$ cat src/rtl/palette_pkg.sv
// palette_pkg: shared types, default palette and fade helper for the palette LUT
package palette_pkg;

    typedef enum logic [1:0] {
        FADE_HOLD = 2'd0,
        FADE_OUT  = 2'd1,
        FADE_IN   = 2'd2
    } fade_mode_t;

    localparam int PKG_CW  = 4;
    localparam int PAL_LEN = 16;
    localparam int SAT_W   = 16;

    typedef struct packed {
        logic [PKG_CW-1:0] r;
        logic [PKG_CW-1:0] g;
        logic [PKG_CW-1:0] b;
    } rgb_t;

    localparam rgb_t DEFAULT_PALETTE [PAL_LEN] = '{
        12'h000, 12'hFFF, 12'hF00, 12'h0F0,
        12'h00F, 12'hFF0, 12'h0FF, 12'hF0F,
        12'h888, 12'hF70, 12'h444, 12'h8F8,
        12'h88F, 12'hF88, 12'h0A5, 12'hCCC
    };

    // Saturating per-channel subtract; callers zero-extend to SAT_W and truncate back.
    function automatic logic [SAT_W-1:0] sat_sub(input logic [SAT_W-1:0] c, input logic [SAT_W-1:0] level);
        return (c > level) ? c - level : '0;
    endfunction

endpackage

$ cat src/rtl/palette_fade_ctrl.sv
// palette_fade_ctrl: frame-timed fade level engine with divider and done flag
module palette_fade_ctrl
    import palette_pkg::*;
#(
    parameter int COLOR_W  = 4,
    parameter int FADE_DIV = 4
) (
    input  logic               clk,
    input  logic               rst_n,
    input  logic               frame_tick_i,
    input  logic [1:0]         fade_mode_i,
    output logic [COLOR_W-1:0] level_o,
    output logic               done_o
);

    localparam int DIV_W = (FADE_DIV > 1) ? $clog2(FADE_DIV) : 1;
    localparam logic [COLOR_W-1:0] LEVEL_MAX = '1;

    logic [DIV_W-1:0]   div_q, div_d;
    logic [COLOR_W-1:0] level_q, level_d;
    logic               done_q, done_d;
    logic [1:0]         mode_q;
    logic               changed, fading, wrap;

    // Next divider/level/done; a mode change swallows any tick in the same cycle.
    always_comb begin
        changed = fade_mode_i != mode_q;
        fading  = (fade_mode_i == FADE_OUT) || (fade_mode_i == FADE_IN);
        wrap    = div_q == DIV_W'(FADE_DIV - 1);
        div_d   = changed ? '0 : (frame_tick_i && fading) ? (wrap ? '0 : div_q + 1'b1) : div_q;
        level_d = level_q;
        if (!changed && frame_tick_i && wrap) begin
            if (fade_mode_i == FADE_OUT && level_q != LEVEL_MAX) level_d = level_q + 1'b1;
            if (fade_mode_i == FADE_IN && level_q != '0) level_d = level_q - 1'b1;
        end
        done_d = (fade_mode_i == FADE_OUT) ? (level_d == LEVEL_MAX) :
                 (fade_mode_i == FADE_IN)  ? (level_d == '0) : 1'b1;
    end

    // Fade state registers; reset leaves the engine idle at full brightness.
    always_ff @(posedge clk or negedge rst_n) begin
        if (!rst_n) begin
            div_q   <= '0;
            level_q <= '0;
            done_q  <= 1'b1;
            mode_q  <= FADE_HOLD;
        end else begin
            div_q   <= div_d;
            level_q <= level_d;
            done_q  <= done_d;
            mode_q  <= fade_mode_i;
        end
    end

    assign level_o = level_q;
    assign done_o  = done_q;

endmodule

$ cat src/rtl/palette_lut.sv
// palette_lut: writable colour palette with 2-stage lookup, transparency flag and fade
module palette_lut
    import palette_pkg::*;
#(
    parameter int INDEX_W         = 4,
    parameter int COLOR_W         = 4,
    parameter int TRANSPARENT_IDX = 0,
    parameter int FADE_DIV        = 4
) (
    input  logic                 clk,
    input  logic                 rst_n,
    input  logic                 pix_valid_i,
    input  logic [INDEX_W-1:0]   pix_index_i,
    input  logic                 wr_en_i,
    input  logic [INDEX_W-1:0]   wr_addr_i,
    input  logic [3*COLOR_W-1:0] wr_data_i,
    input  logic                 frame_tick_i,
    input  logic [1:0]           fade_mode_i,
    output logic                 pix_valid_o,
    output logic [COLOR_W-1:0]   red_o,
    output logic [COLOR_W-1:0]   green_o,
    output logic [COLOR_W-1:0]   blue_o,
    output logic                 transparent_o,
    output logic [COLOR_W-1:0]   fade_level_o,
    output logic                 fade_done_o
);

    localparam int NUM_ENTRIES = 2 ** INDEX_W;
    localparam int RGB_W       = 3 * COLOR_W;

    logic [RGB_W-1:0]   pal_q [NUM_ENTRIES];
    logic [RGB_W-1:0]   rd_d, s1_rgb_q;
    logic               s1_valid_q, s1_transp_q;
    logic [COLOR_W-1:0] level;
    logic [COLOR_W-1:0] red_d, green_d, blue_d, red_q, green_q, blue_q;
    logic               valid_q, transp_q;

    // Default entry widened/narrowed to the configured channel width; entries past the table are black.
    function automatic logic [RGB_W-1:0] reset_entry(input int i);
        rgb_t d;
        d = (i < PAL_LEN) ? DEFAULT_PALETTE[i] : '0;
        return {COLOR_W'(d.r), COLOR_W'(d.g), COLOR_W'(d.b)};
    endfunction

    palette_fade_ctrl #(.COLOR_W(COLOR_W), .FADE_DIV(FADE_DIV)) u_fade (
        .clk          (clk),
        .rst_n        (rst_n),
        .frame_tick_i (frame_tick_i),
        .fade_mode_i  (fade_mode_i),
        .level_o      (level),
        .done_o       (fade_done_o)
    );

    // Palette register file, reloaded from the package default on reset.
    always_ff @(posedge clk or negedge rst_n) begin
        if (!rst_n) begin
            for (int i = 0; i < NUM_ENTRIES; i++) pal_q[i] <= reset_entry(i);
        end else if (wr_en_i) begin
            pal_q[wr_addr_i] <= wr_data_i;
        end
    end

    // Read with write-first forwarding, then fade the stage-1 colour per channel.
    always_comb begin
        rd_d    = (wr_en_i && wr_addr_i == pix_index_i) ? wr_data_i : pal_q[pix_index_i];
        red_d   = COLOR_W'(sat_sub(SAT_W'(s1_rgb_q[RGB_W-1 -: COLOR_W]), SAT_W'(level)));
        green_d = COLOR_W'(sat_sub(SAT_W'(s1_rgb_q[2*COLOR_W-1 -: COLOR_W]), SAT_W'(level)));
        blue_d  = COLOR_W'(sat_sub(SAT_W'(s1_rgb_q[COLOR_W-1:0]), SAT_W'(level)));
    end

    // Stage 1: capture palette entry and transparency for valid requests.
    always_ff @(posedge clk or negedge rst_n) begin
        if (!rst_n) begin
            s1_valid_q  <= 1'b0;
            s1_rgb_q    <= '0;
            s1_transp_q <= 1'b0;
        end else begin
            s1_valid_q <= pix_valid_i;
            if (pix_valid_i) begin
                s1_rgb_q    <= rd_d;
                s1_transp_q <= pix_index_i == INDEX_W'(TRANSPARENT_IDX);
            end
        end
    end

    // Stage 2: register faded colour; outputs hold when the stage is empty.
    always_ff @(posedge clk or negedge rst_n) begin
        if (!rst_n) begin
            valid_q  <= 1'b0;
            red_q    <= '0;
            green_q  <= '0;
            blue_q   <= '0;
            transp_q <= 1'b0;
        end else begin
            valid_q <= s1_valid_q;
            if (s1_valid_q) begin
                red_q    <= red_d;
                green_q  <= green_d;
                blue_q   <= blue_d;
                transp_q <= s1_transp_q;
            end
        end
    end

    assign pix_valid_o   = valid_q;
    assign red_o         = red_q;
    assign green_o       = green_q;
    assign blue_o        = blue_q;
    assign transparent_o = transp_q;
    assign fade_level_o  = level;

endmodule

$ cat config.mk
export PLATFORM = sky130hd
export DESIGN_NAME = palette_lut
export DESIGN_NICKNAME = d
export VERILOG_FILES = /design/src/rtl/palette_pkg.sv /design/src/rtl/palette_fade_ctrl.sv /design/src/rtl/palette_lut.sv
export SDC_FILE = /design/constraint.sdc
export NUM_CORES = 1
export LEC_CHECK = 0
export CORE_AREA = 2 2 181 183
export DETAILED_ROUTE_END_ITERATION = 10
export DIE_AREA = 0 0 183 185
export GPL_TIMING_DRIVEN = 0
export MAX_ROUTING_LAYER = met4
export PLACE_DENSITY_LB_ADDON = 0.08
export SETUP_SLACK_MARGIN = 0.02
export SLEW_MARGIN = 30
export SYNTH_ARGS = -nofsm -noshare
export SYNTH_HDL_FRONTEND = slang
export SYNTH_SLANG_ARGS = --single-unit
$ cat constraint.sdc
create_clock -name clk -period 3.1 [get_ports clk]
set_input_delay 0.93 -clock clk [delete_from_list [all_inputs] [get_ports clk]]
set_output_delay 0.93 -clock clk [all_outputs]
set_load 0.05 [all_outputs]
==> results.md, run 1 <==
## Outcome
• **result of the run** complete, no violations

## Drt
• **total vias in the final route** 6,437
• **average wire per standard cell** 21.3 um
• **router iterations before antenna repair** 4
• **number of remaining DRC errors** 0
• **met3 routed WL** 1180 um
• **vias per std cell** 5.20
• **count of nets left with antenna violations after detail routing** 0
• **aggregate routed wire length** 26,400 um
• **Top Layer Used** met4
• **met1 WL** 11,500 um
• **First DRT Iteration DRCs** 260
• **detailed-routed wire length on met2** 13,300 um

## Power and ir drop
• **Total Power** 9.23 mW
• **worst IR drop on VDD** 0.393 mV
• **leakage** 5.38 nW
• **power density over the cells** 714 mW/mm^2

## Clocking
• **H-tree Lvls** 1
• **maximum buffer depth of the clock tree** 3
• **number of buffers added by the clock tree synthesis step** 27
• **CTS tree** built
• **post-CTS clock slew at the launch and capture registers of the worst setup and hold paths** 0.06 ns
• **later-pin clock latency in the skew report** 0.54 ns
• **number of sinks on the clock net** 229
• **Root Buffer** sky130_fd_sc_hd__clkbuf_16

## Place
• **count of input and output buffers** 40
• **number of cells after detailed placement** 1,189
• **Place WS** -0.375 ns
• **final weighted congestion of routability-driven global placement** 0.846
• **final HPWL from detailed placement** 19,000 um

## Worst setup path
• **crit path launch** u_fade.level_o[0]
• **crit path max-delay cell type** sky130_fd_sc_hd__clkdlybuf4s50_1
• **reg-to-reg endpoint** u_fade.done_o
• **critical path launch point type** flip-flop
• **critical path endpoint** fade_level_o[0]
• **number of cells on the worst reg-to-reg path** 9
• **Req. time, crit path** 2.17 ns
• **data arrival at the endpoint of the critical path** 2.05 ns
• **worst reg2reg startpoint** u_fade.level_o[1]
• **worst path buffer plus inverter count** 1
• **setup slack on the worst flop-to-flop path** 0.45 ns
• **type of destination of the critical path** output port
• **sequence of cells on the critical path** clkdlybuf4s50_1
• **top fanout value on the critical path** 11
• **logic depth of the worst path, buffers included** 1
• **Top Family by Delay on Critical Path** buffers and inverters
• **slowest stage delay, CP** 0.89 ns
• **type of the worst setup path** flip-flop to output port

## Yosys
• **post-synth top area share** 31.4%
• **number of synthesis warnings** 0
• **post-synth net total** 786
• **top cell type by total area after synthesis** sky130_fd_sc_hd__dfrtp_1
• **post-synthesis area per instance** 15.0 um^2
• **commonest register cell after synthesis** sky130_fd_sc_hd__dfrtp_1
• **top post-synthesis cells by area** sky130_fd_sc_hd__dfrtp_1 (31%), sky130_fd_sc_hd__dfstp_2 (21%), sky130_fd_sc_hd__mux2_2 (19%)
• **sequential share of the synthesized area** 52.7%
• **number of flip-flops and latches in the synthesized netlist** 229
• **synthesized netlist cell count** 739
• **number of synthesized flops with an enable pin** 0
• **fraction of registers with async set/reset** 100%
• **post-synth cell types** 44
• **synthesized area** 0.0111 mm^2

## Global routing
• **total congestion overflow** 0
• **initial antenna violation count** 0
• **total routing resource utilization after global routing** 16.5%
• **vias in the first global route** 6,942
• **largest net degree at the start of global routing** 88
• **first-pass GRT wire length** 41,700 um

## Timing
• **Final Hold Vio Count** 0
• **highest clock rate** 335 MHz
• **fin. max-slew vios** 0
• **min setup slack post-route** 0.116 ns
• **setup violation total in the final timing report** 0
• **setup repair after global routing missed its margin** no
• **Total Neg Setup Slack** 0 ns
• **final worst-path cycle share** 96.3%
• **pin slew with the least headroom to its limit** 0.874 ns
• **normalized max-slew margin** 41.2%
• **clock period minus worst slack** 2.98 ns
• **worst clock skew on the final layout** 0.0180 ns

## Floorplanning
• **Die ar.** 0.0339 mm^2
• **die height** 185 um
• **horizontal die dimension** 183 um
• **I/O pin cnt** 46
• **effective utilization at floorplan** 34.6%
• **count of standard-cell rows** 66
• **Core Box Area** 0.0320 mm^2

## Min path
• **class of the most critical hold timing path** input port to asynchronous set/reset pin

## Cells and area
• **P&R area growth vs syn** 16.6%
• **share of cells above drive strength 1** 46.8%
• **diodes inserted** 0
• **Layout Utilization** 40.3%
• **number of nets in the finished design** 857
• **final standard cell count with taps included and fillers excluded** 1,239

## Flow run
• **number of max-cap violations** 0

## final cells by class
class                   count  area, um^2
clock inverters             4        23.8
flip-flops and latches    229        5840
inverters                  28         105
plain buffers              54         269
multi-input cells         428        4860
clock buffers              46         847
repair buffers             42         463
well taps                 408         510
fillers                  2940       19100
## timing repair
item,CTS,global route
hold buffers,0,0
gates resized for setup,0,1
endpoints found under the hold margin,0,0
buffers inserted,0,0
endpoints found under the setup margin,0,1
## logic make-up (layout without fill, tap and decap cells)
| kind of cell | Yosys count | in the layout | synth area share, % |
|---|---|---|---|
| fa+ha+maj | 20 | 20 | 2.46 |
| simple gates | 73 | 73 | 3.29 |
| flops | 229 | 229 | 52.7 |
| xor+xnor | 16 | 16 | 1.26 |
| compound gates | 49 | 49 | 2.87 |
| buf+inv | 82 | 174 | 3.38 |
| mux | 270 | 270 | 34.0 |
## state kept, by name, indices dropped and copies added (netlist names)
signal,count
u_fade.level_o,4
pal_q,192
blue_o,4
s1_valid_q,1
u_fade.done_o,1
s1_transp_q,1
u_fade.mode_q,2
u_fade.div_q,2
red_o,4
pix_valid_o,1
green_o,4
s1_rgb_q,12
transparent_o,1
## report_power, final
part	internal, mW	switching (mW)
Sequential	3.86	0.335
Clock	1.84	1.24
Combinational	1.07	0.891
Total	6.77	2.46
## cells in the final DEF (no fill, tap or decap), drive strengths merged, types with 5 or more instances in the layout
cell type | Yosys | final
ha | 17 | 17
xnor2 | 7 | 7
nor2b | 5 | 5
mux2 | 194 | 194
o22ai | 12 | 12
mux2i | 16 | 16
o21a | 5 | 5
buf | 24 | 27
clkdlybuf4s50 | 0 | 38
dfstp | 90 | 90
nand2b | 5 | 5
mux4 | 60 | 60
nor2 | 27 | 27
inv | 28 | 29
clkbuf | 30 | 76
nor3 | 11 | 11
nand2 | 7 | 7
dfrtp | 139 | 139
a21oi | 17 | 17
xor2 | 9 | 9
nand3 | 7 | 7
## Yosys cell counts, types with 4 or more instances
cell and count:
sky130_fd_sc_hd__mux2_1 4, sky130_fd_sc_hd__o22ai_1 12, sky130_fd_sc_hd__a21oi_1 17, sky130_fd_sc_hd__xor2_1 9, sky130_fd_sc_hd__nor2_1 27, sky130_fd_sc_hd__mux4_1 19
sky130_fd_sc_hd__nand2b_1 5, sky130_fd_sc_hd__clkbuf_1 30, sky130_fd_sc_hd__mux4_2 41, sky130_fd_sc_hd__o21a_1 5, sky130_fd_sc_hd__mux2i_1 16, sky130_fd_sc_hd__inv_1 28
sky130_fd_sc_hd__buf_2 17, sky130_fd_sc_hd__nand3_1 7, sky130_fd_sc_hd__nor2b_1 5, sky130_fd_sc_hd__dfstp_2 90, sky130_fd_sc_hd__nand2_1 7, sky130_fd_sc_hd__mux2_2 190
sky130_fd_sc_hd__xnor2_1 7, sky130_fd_sc_hd__ha_1 17, sky130_fd_sc_hd__buf_6 4, sky130_fd_sc_hd__dfrtp_1 139, sky130_fd_sc_hd__nor3_1 11
## how the worst min path moves through the flow
stage / from / to / depth (start not counted)
6_report: rst_n / red_o[3] / 1
5_1_grt: rst_n / red_o[3] / 1
4_1_cts: rst_n / red_o[0] / 1
3_5_place_dp: pal_q[185] / pal_q[185] / 1
3_3_place_gp: pal_q[184] / pal_q[184] / 1
2_1_floorplan: pal_q[184] / pal_q[184] / 1
## through the flow
stage,instance area [um^2],hold WS (ns)
finish,12900,0.337
global route,12900,0.362
CTS,12900,0.329
detailed placement,12100,0.485
global placement,12000,0.471
floorplan,11100,0.457
## layer usage
| metal | vias to the layer above | GRT usage, % |
|---|---|---|
| met4 | 0 | 3.52 |
| met2 | 113 | 28.2 |
| met5 | - | - |
| met1 | 3413 | 21.0 |
| met3 | 38 | 2.30 |
| li1 | 2873 | - |
Note: power is estimated with default switching activity, not from simulation.
==> run 2, diff against run 1 <==
--- a/config.mk
+++ b/config.mk
@@ -6,6 +6,7 @@
 export NUM_CORES = 1
 export LEC_CHECK = 0
 export CORE_AREA = 2 2 181 183
+export CTS_CLUSTER_SIZE = 24
 export DETAILED_ROUTE_END_ITERATION = 10
 export DIE_AREA = 0 0 183 185
 export GPL_TIMING_DRIVEN = 0
==> results of run 2 <==
The final DEF is identical to that of run 1; final timing and power are the same.
==> run 3, diff against run 2 <==
--- a/config.mk
+++ b/config.mk
@@ -5,15 +5,15 @@
 export SDC_FILE = /design/constraint.sdc
 export NUM_CORES = 1
 export LEC_CHECK = 0
-export CORE_AREA = 2 2 181 183
+export CORE_AREA = 2 2 182 184
 export CTS_CLUSTER_SIZE = 24
 export DETAILED_ROUTE_END_ITERATION = 10
-export DIE_AREA = 0 0 183 185
-export GPL_TIMING_DRIVEN = 0
+export DIE_AREA = 0 0 184 186
 export MAX_ROUTING_LAYER = met4
 export PLACE_DENSITY_LB_ADDON = 0.08
 export SETUP_SLACK_MARGIN = 0.02
 export SLEW_MARGIN = 30
 export SYNTH_ARGS = -nofsm -noshare
 export SYNTH_HDL_FRONTEND = slang
+export SYNTH_HIERARCHICAL = 1
 export SYNTH_SLANG_ARGS = --single-unit
==> run 3 against run 2 <==
  * Global-route usage is 1.0 points higher
  * Maximum frequency up 0.56%
  * Clock-buffer cell count decreased by 6
  * Register-to-register slack better by 0.38 ns
  * Power up 4.8%
  * Via count grew 8.0%
  * Routed wire length rose by 6.8%
  * Worst hold slack better by 0.026 ns
  * First-iteration DRC count grew 15%
  * Largest cell class unchanged
==> results.md, run 3 <==
## Outcome
• **result of the run** complete, no violations

## Drt
• **aggregate routed wire length** 28,200 um
• **total vias in the final route** 6,949
• **number of remaining DRC errors** 0
• **First DRT Iteration DRCs** 300
• **count of nets left with antenna violations after detail routing** 0
• **vias per std cell** 5.25
• **average wire per standard cell** 21.3 um
• **router iterations before antenna repair** 5

## Timing
• **Final Hold Vio Count** 0
• **pin slew with the least headroom to its limit** 0.741 ns
• **Hold Worst Slack** 0.362 ns
• **clock period minus worst slack** 2.97 ns
• **worst clock skew on the final layout** 0.0102 ns
• **final worst-path cycle share** 95.7%
• **min setup slack post-route** 0.133 ns
• **highest clock rate** 337 MHz
• **setup repair after global routing missed its margin** no
• **setup violation total in the final timing report** 0
• **fin. max-slew vios** 0
• **normalized max-slew margin** 50.5%

## Cells and area
• **diodes inserted** 0
• **number of flip-flops under the largest register name** 192
• **most frequent cells in the layout** sky130_fd_sc_hd__mux2_2 (184), sky130_fd_sc_hd__dfrtp_1 (139), sky130_fd_sc_hd__dfstp_2 (90)
• **number of nets in the finished design** 941
• **number of fillers in the final layout** 3,004
• **combined area of the multi-input logic cells** 0.00484 mm^2
• **registers with the highest flip-flop counts** pal_q x192, s1_rgb_q x12
• **P&R area growth vs syn** 19.0%
• **final standard cell count with taps included and fillers excluded** 1,324
• **register area** 0.00584 mm^2
• **share of cells above drive strength 1** 45.6%
• **most flop-heavy register** pal_q
• **most frequent standard cell in the layout excluding fill and tap cells** sky130_fd_sc_hd__mux2_2

## Global routing
• **largest net degree at the start of global routing** 83
• **vias in the first global route** 7,534
• **total routing resource utilization after global routing** 17.5%
• **first-pass GRT wire length** 44,100 um
• **initial antenna violation count** 0
• **total congestion overflow** 0

## Clocking
• **CTS tree** built
• **Root Buffer** sky130_fd_sc_hd__clkbuf_16
• **post-CTS clock slew at the launch and capture registers of the worst setup and hold paths** 0.06 ns
• **hold bufs inserted after CTS** 0
• **H-tree Lvls** 1
• **number of setup buffers added after CTS** 0
• **post-CTS sizing** 0
• **number of buffers added by the clock tree synthesis step** 28
• **number of sinks on the clock net** 229
• **maximum buffer depth of the clock tree** 3
• **later-pin clock latency in the skew report** 0.53 ns

## Yosys
• **number of synthesis warnings** 6
• **most common cell in the synthesized netlist** sky130_fd_sc_hd__mux2_2
• **synthesized area** 0.0111 mm^2
• **synthesized netlist cell count** 821
• **sequential share of the synthesized area** 52.5%
• **post-synth top area share** 31.2%
• **post-synth cell types** 52
• **fraction of registers with async set/reset** 100%
• **number of synthesized flops with an enable pin** 0
• **post-synthesis area per instance** 13.6 um^2
• **commonest register cell after synthesis** sky130_fd_sc_hd__dfrtp_1
• **top cell types by occurrence after synthesis** sky130_fd_sc_hd__mux2_2 (184), sky130_fd_sc_hd__dfrtp_1 (139), sky130_fd_sc_hd__dfstp_2 (90)
• **post-synth net total** 868
• **number of flip-flops and latches in the synthesized netlist** 229
• **top post-synthesis cells by area** sky130_fd_sc_hd__dfrtp_1 (31%), sky130_fd_sc_hd__dfstp_2 (21%), sky130_fd_sc_hd__mux2_2 (19%)
• **top cell type by total area after synthesis** sky130_fd_sc_hd__dfrtp_1

## Floorplanning
• **Die ar.** 0.0342 mm^2
• **I/O pin cnt** 46
• **count of standard-cell rows** 66
• **die height** 186 um
• **effective utilization at floorplan** 34.6%
• **horizontal die dimension** 184 um
• **Core Box Area** 0.0322 mm^2

## Worst setup path
• **crit path max-delay cell type** sky130_fd_sc_hd__clkdlybuf4s50_1
• **type of destination of the critical path** output port
• **worst path buffer plus inverter count** 1
• **worst reg2reg startpoint** u_fade/level_o[0]
• **slowest stage delay, CP** 0.89 ns
• **top fanout value on the critical path** 14
• **reg-to-reg endpoint** u_fade/done_o
• **number of cells on the worst reg-to-reg path** 10
• **type of the worst setup path** flip-flop to output port
• **Top Family by Delay on Critical Path** buffers and inverters
• **critical path launch point type** flip-flop
• **Req. time, crit path** 2.17 ns
• **setup slack on the worst flop-to-flop path** 0.83 ns
• **data arrival at the endpoint of the critical path** 2.04 ns
• **sequence of cells on the critical path** clkdlybuf4s50_1

## Power and ir drop
• **worst IR drop on VDD** 0.407 mV
• **Total Power** 9.68 mW
• **power density over the cells** 730 mW/mm^2
• **leakage** 5.55 nW

## Place
• **count of input and output buffers** 45
• **final weighted congestion of routability-driven global placement** 0.809
• **Place WS** -0.0104 ns
• **final HPWL from detailed placement** 19,400 um
• **number of cells after detailed placement** 1,272

## Flow run
• **number of max-cap violations** 0

## Min path
• **class of the most critical hold timing path** input port to asynchronous set/reset pin

run 3: worst max path at each step:
stage | startpoint | endpoint | slack, ns | cells after the start
after floorplan | u_fade/level_o[0] | u_fade/done_o | 0.64 | 9
after global placement | pix_index_i[2] | s1_rgb_q[11] | 0.04 | 10
after detailed placement | fade_mode_i[1] | u_fade/done_o | -0.01 | 10
after CTS | u_fade/level_o[3] | fade_level_o[3] | 0.09 | 1
after global routing | u_fade/level_o[3] | fade_level_o[3] | 0.03 | 1
final | u_fade/level_o[3] | fade_level_o[3] | 0.13 | 1
run 3: area by class of cell:
cell class                 count  share of cell area, %
sequential                   229                   44.1
multi-input combinational    499                   36.5
timing repair buffer         101                   7.19
clock buffer                  40                   6.31
tap                          408                   3.85
clock inverter                12                   1.04
inverter                      35                  0.991
run 3: metal layers:
metal  wire (um)  part of all wire [%]  up-vias  global-route usage, %
li1            -                     -     3145                      -
met1       12700                    45     3634                   22.2
met2       14000                    50      117                   29.6
met3         835                   3.0       53                   2.11
met4         712                   2.5        0                   4.99
met5           0                     0        -                      -
run 3: power breakdown:
| group | switching, mW | internal (mW) | leakage [nW] |
|---|---|---|---|
| Combinational | 1.01 | 1.07 | 2.40 |
| Clock | 1.25 | 2.11 | 0.486 |
| Sequential | 0.352 | 3.87 | 2.67 |
| Total | 2.62 | 7.06 | 5.55 |
run 3: metrics by stage:
stage	util, %	setup TNS [ns]	area [um^2]
2_1_floorplan	-	0	11100
3_3_place_gp	38.1	0	12300
3_5_place_dp	38.1	-0.0104	12300
4_1_cts	41.2	0	13300
5_1_grt	41.2	0	13300
6_report	41.2	0	13300
run 3: cell families (layout without fill, tap and decap cells):
logic type	count (synthesis)	count (layout)	synth area share (%)
and+or+nand+nor	94	94	4.68
muxes	271	271	29.2
xor gates and xnor gates	14	14	1.10
adders and majority gates	20	20	2.45
DFF	229	229	52.5
buffers and inverters	93	188	4.17
AOI/OAI and AO/OA	100	100	5.89
